**src/rtl/k_alu_6.sv**
```systemverilog
// Six-bit ALU with a single registered result. The command word carries the
// function code and both operands; the result appears one clock later.
module k_alu_6 (
  input  logic        clk,
  input  logic        rst_n,
  input  logic [31:0] command,
  output logic [5:0]  RES
);

  typedef enum logic [3:0] {
    OP_ADD  = 4'b0000,
    OP_SUB  = 4'b0001,
    OP_AND  = 4'b0010,
    OP_OR   = 4'b0011,
    OP_XOR  = 4'b0100,
    OP_NOT  = 4'b0101,
    OP_SLL  = 4'b0110,
    OP_SRL  = 4'b0111,
    OP_SRA  = 4'b1000,
    OP_INC  = 4'b1001,
    OP_DEC  = 4'b1010,
    OP_SLT  = 4'b1011,
    OP_SGT  = 4'b1100,
    OP_NOR  = 4'b1101,
    OP_HAM  = 4'b1110,
    OP_MOVB = 4'b1111
  } func_t;

  func_t       func;
  logic [5:0]  a;
  logic [5:0]  b;
  logic [5:0]  res_next;
  logic [2:0]  ham;
  logic [5:0]  sra_res;

  assign func = func_t'(command[31:28]);
  assign a    = command[13:8];
  assign b    = command[5:0];

  // Shifting by the full 6-bit B naturally flushes to zero (or sign) at B>=6.
  assign sra_res = $unsigned($signed(a) >>> b);

  always_comb begin
    ham = 3'd0;
    for (int i = 0; i < 6; i++) begin
      ham = ham + {2'b00, a[i]};
    end
  end

  always_comb begin
    res_next = 6'd0;
    unique case (func)
      OP_ADD:  res_next = a + b;
      OP_SUB:  res_next = a - b;
      OP_AND:  res_next = a & b;
      OP_OR:   res_next = a | b;
      OP_XOR:  res_next = a ^ b;
      OP_NOT:  res_next = ~a;
      OP_SLL:  res_next = a << b;
      OP_SRL:  res_next = a >> b;
      OP_SRA:  res_next = sra_res;
      OP_INC:  res_next = a + 6'd1;
      OP_DEC:  res_next = a - 6'd1;
      OP_SLT:  res_next = {5'd0, ($signed(a) < $signed(b))};
      OP_SGT:  res_next = {5'd0, ($signed(a) > $signed(b))};
      OP_NOR:  res_next = ~(a | b);
      OP_HAM:  res_next = {3'd0, ham};
      OP_MOVB: res_next = b;
      default: res_next = 6'd0;
    endcase
  end

  always_ff @(posedge clk) begin
    if (!rst_n) begin
      RES <= 6'd0;
    end else begin
      RES <= res_next;
    end
  end

endmodule

```
**config.mk**
```make
export PLATFORM = sky130hd
export DESIGN_NAME = k_alu_6
export DESIGN_NICKNAME = d
export VERILOG_FILES = /design/src/rtl/k_alu_6.sv
export SDC_FILE = /design/constraint.sdc
export NUM_CORES = 1
export LEC_CHECK = 0
export ABC_CLOCK_PERIOD_IN_PS = 5870
export CORE_MARGIN = 2
export CORE_UTILIZATION = 50
export DETAILED_ROUTE_END_ITERATION = 6
export GPL_TIMING_DRIVEN = 0
export PLACE_DENSITY = 0.87
export SKIP_CTS_REPAIR_TIMING = 1
export SLEW_MARGIN = 25
export SYNTH_ARGS = -nofsm -noshare
export SYNTH_HDL_FRONTEND = slang
export SYNTH_SLANG_ARGS = --single-unit
```
**constraint.sdc**
```tcl
create_clock -name clk -period 5.87 [get_ports clk]
set_clock_uncertainty 0.15 [all_clocks]
set_input_delay 1.174 -clock clk [delete_from_list [all_inputs] [get_ports clk]]
set_output_delay 1.174 -clock clk [all_outputs]
set_load 0.1 [all_outputs]
```
==> metrics.yaml <==
largestRegisters: "RES: 6 flops"
syn-num-nets: 368
place_inst: 375
async_flop_share_pct: 0
setup.worst_path.end: "RES[1]"
cts_tree: "built"
worst_setup_path_start_kind: "input port"
p_int_uw: 173.0
grt_usage_pct: 31.55
rows: 23
syn_to_final_growth_pct: 14.83
drv_cap: 0
overflow: 0
synth-edff-count: 0
wl_met2_um: 3270
cts_max_level: 1
top_register: "RES"
power_frac_clock_pct: 18.8
clock-root-buffer: "clkbuf_8"
grt_start_max_net_pins: 11
cts_inserted_buffers: 3
switchingPower_uw: 166.9
clkTransAtPathRegs_ns: 0.03
final_nets: 394
port_buffers: 21
pwr-share-comb_pct: 67.5
initial_core_util_pct: 52.55
synth_area_um2: 2117
regArea_um2: 120.1
hold_viol: 0
cts_max_path_buffers: 2
syn_avg_cell_area_um2: 6.964
cp_slowest_cell: "clkdlybuf4s50_1"
clock.fmax_mhz: 219.8
leakage_nw: 0.9715
powerDensity_nw_per_um2: 139.8
setup-violations-final: 0
status: "complete, no violations"
clock_sinks: 6
vias: 2544
crit_chain: "clkdlybuf4s50_1 -> fa_1 -> inv_1 -> fa_1 -> inv_1 -> ha_1 -> inv_1 -> fa_1 -> o21ai_0 -> a21oi_1 -> o32ai_1 -> o31a_1"
synth.top_cells.by_count: "nand2_1 (30), o21ai_0 (30), inv_1 (26)"
max_stage_delay_ns: 0.70
syn_inst: 304
worst_slew_pin_slew_ns: 0.9931
synth_top_area_share_pct: 14.78
tns_ns: 0
crit_arrival_ns: 4.57
synth_area_leader_cell: "ha_1"
rsz0062_at_grt: "false"
top_layer: "met4"
diodes: 0
synthTopCellsByArea: "ha_1 (15%), o21ai_0 (7.1%), dfxtp_1 (5.7%)"
drive_gt1_share_pct: 6.707
via_per_inst: 6.730
dr.pass1.iters: 5
synth-main-ff-cell: "dfxtp_1"
route.final.wire_length_um: 7517
synth-seq-cells: 6
cp_num_buf_inv: 4
seq_area_frac_synth_pct: 5.674
crit_type: "input port to register"
yosys_warnings: 0
wl_met3_um: 1092
dp_hpwl_um: 5509
irDropWorstVdd_mv: 0.08703
setup_ws_ns: 1.320
die_h_um: 69.07
fin_cells: 378
grt_pass1_vias: 2471
avgRoutedWirePerCell_um: 19.89
min_period_ns: 4.550
grt_pass1_wl_um: 12230
cp.depth: 12
slew_viol_final: 0
multiInputGateArea_um2: 1814
switching_share_pct: 49.11
n_fill_cell: 389
cp.required_ns: 5.89
die-area_um2: 4771
ys_types: 66
seqPwrFrac_pct: 13.7
post-route-drc-count: 0
core_um2: 4029
end_kind: "register"
period_share_pct: 77.52
startpoint: "command[11]"
pre_cts_ws_ns: 1.152
hp-class: "input port to register"
met1_length_um: 2886
antenna_found_initial: 0
slew_headroom_pct: 33.59
pin_count: 40
place.gp.congestion: 1.038
die_w_um: 69.07
largest_register_ffs: 6
path_delay_family: "adder cells"
first_iter_violations: 385
drtAntennaViolNets: 0
cp_max_fo: 10
layout by cell type, fill, tap and decap left out, drive strengths merged, types with 4 or more instances in the layout:
cell type       n
clkbuf          7
ha             25
nor2b           9
fa              5
inv            26
a21oi          22
nand2b          7
o21ai          32
nor2           21
nand2          30
dfxtp           6
nor3           12
a31oi           7
mux2i           5
xnor2           7
nor4            4
buf            12
clkdlybuf4s50  21
a2111oi         4
nand3           7
o2111ai         4
per-layer routing:
layer / up-vias / GRT usage [%]
li1: 1168 / -
met1: 1133 / 41.17
met2: 211 / 49.79
met3: 32 / 7.310
met4: 0 / 13.29
met5: - / 0
stage by stage:
stage	total power, mW	hold slack [ns]	area (µm²)	util [%]
2_1_floorplan	0.2050	1.142	2117	-
3_3_place_gp	0.2659	1.597	2390	59.32
3_5_place_dp	0.2694	1.608	2390	59.32
4_1_cts	0.3356	1.368	2431	60.34
5_1_grt	0.3651	1.452	2431	60.34
6_report	0.3399	1.407	2431	60.34
worst min-delay path by stage:
| stage | from | end | slack [ns] | cells past startpoint |
|---|---|---|---|---|
| floorplan | rst_n | RES[4] | 1.14 | 1 |
| global placement | command[30] | RES[3] | 1.60 | 4 |
| detailed placement | command[30] | RES[3] | 1.61 | 4 |
| CTS | command[30] | RES[3] | 1.37 | 4 |
| global route | command[30] | RES[3] | 1.45 | 4 |
| finish | command[30] | RES[3] | 1.41 | 4 |
logic make-up (layout without fill, tap and decap cells):
group | count (synthesis) | after routing | synth area share [%]
muxes | 8 | 8 | 4.492
AOI/OAI and AO/OA | 106 | 106 | 33.16
and+or+nand+nor | 101 | 101 | 23.76
DFF | 6 | 6 | 5.674
buffers and inverters | 43 | 67 | 8.629
adders and majority gates | 30 | 30 | 19.50
xor gates and xnor gates | 10 | 10 | 4.787
power groups by stage:
stage	Sequential, mW	Combinational, mW	Clock (mW)
after floorplan	0.0786	0.126	0
after global placement	0.0468	0.219	0
after detailed placement	0.0470	0.222	0
after CTS	0.0465	0.224	0.0652
after global routing	0.0468	0.248	0.0701
final	0.0465	0.230	0.0638
cell type report:
type	count	share of cell area, %
repair buffers	21	8.646
well taps	50	2.573
clock buffers	3	1.698
plain buffers	16	3.345
flip-flops and latches	6	4.941
multi-input cells	255	74.63
inverters	27	4.169
No activity file was read; power rests on OpenSTA's default activity.
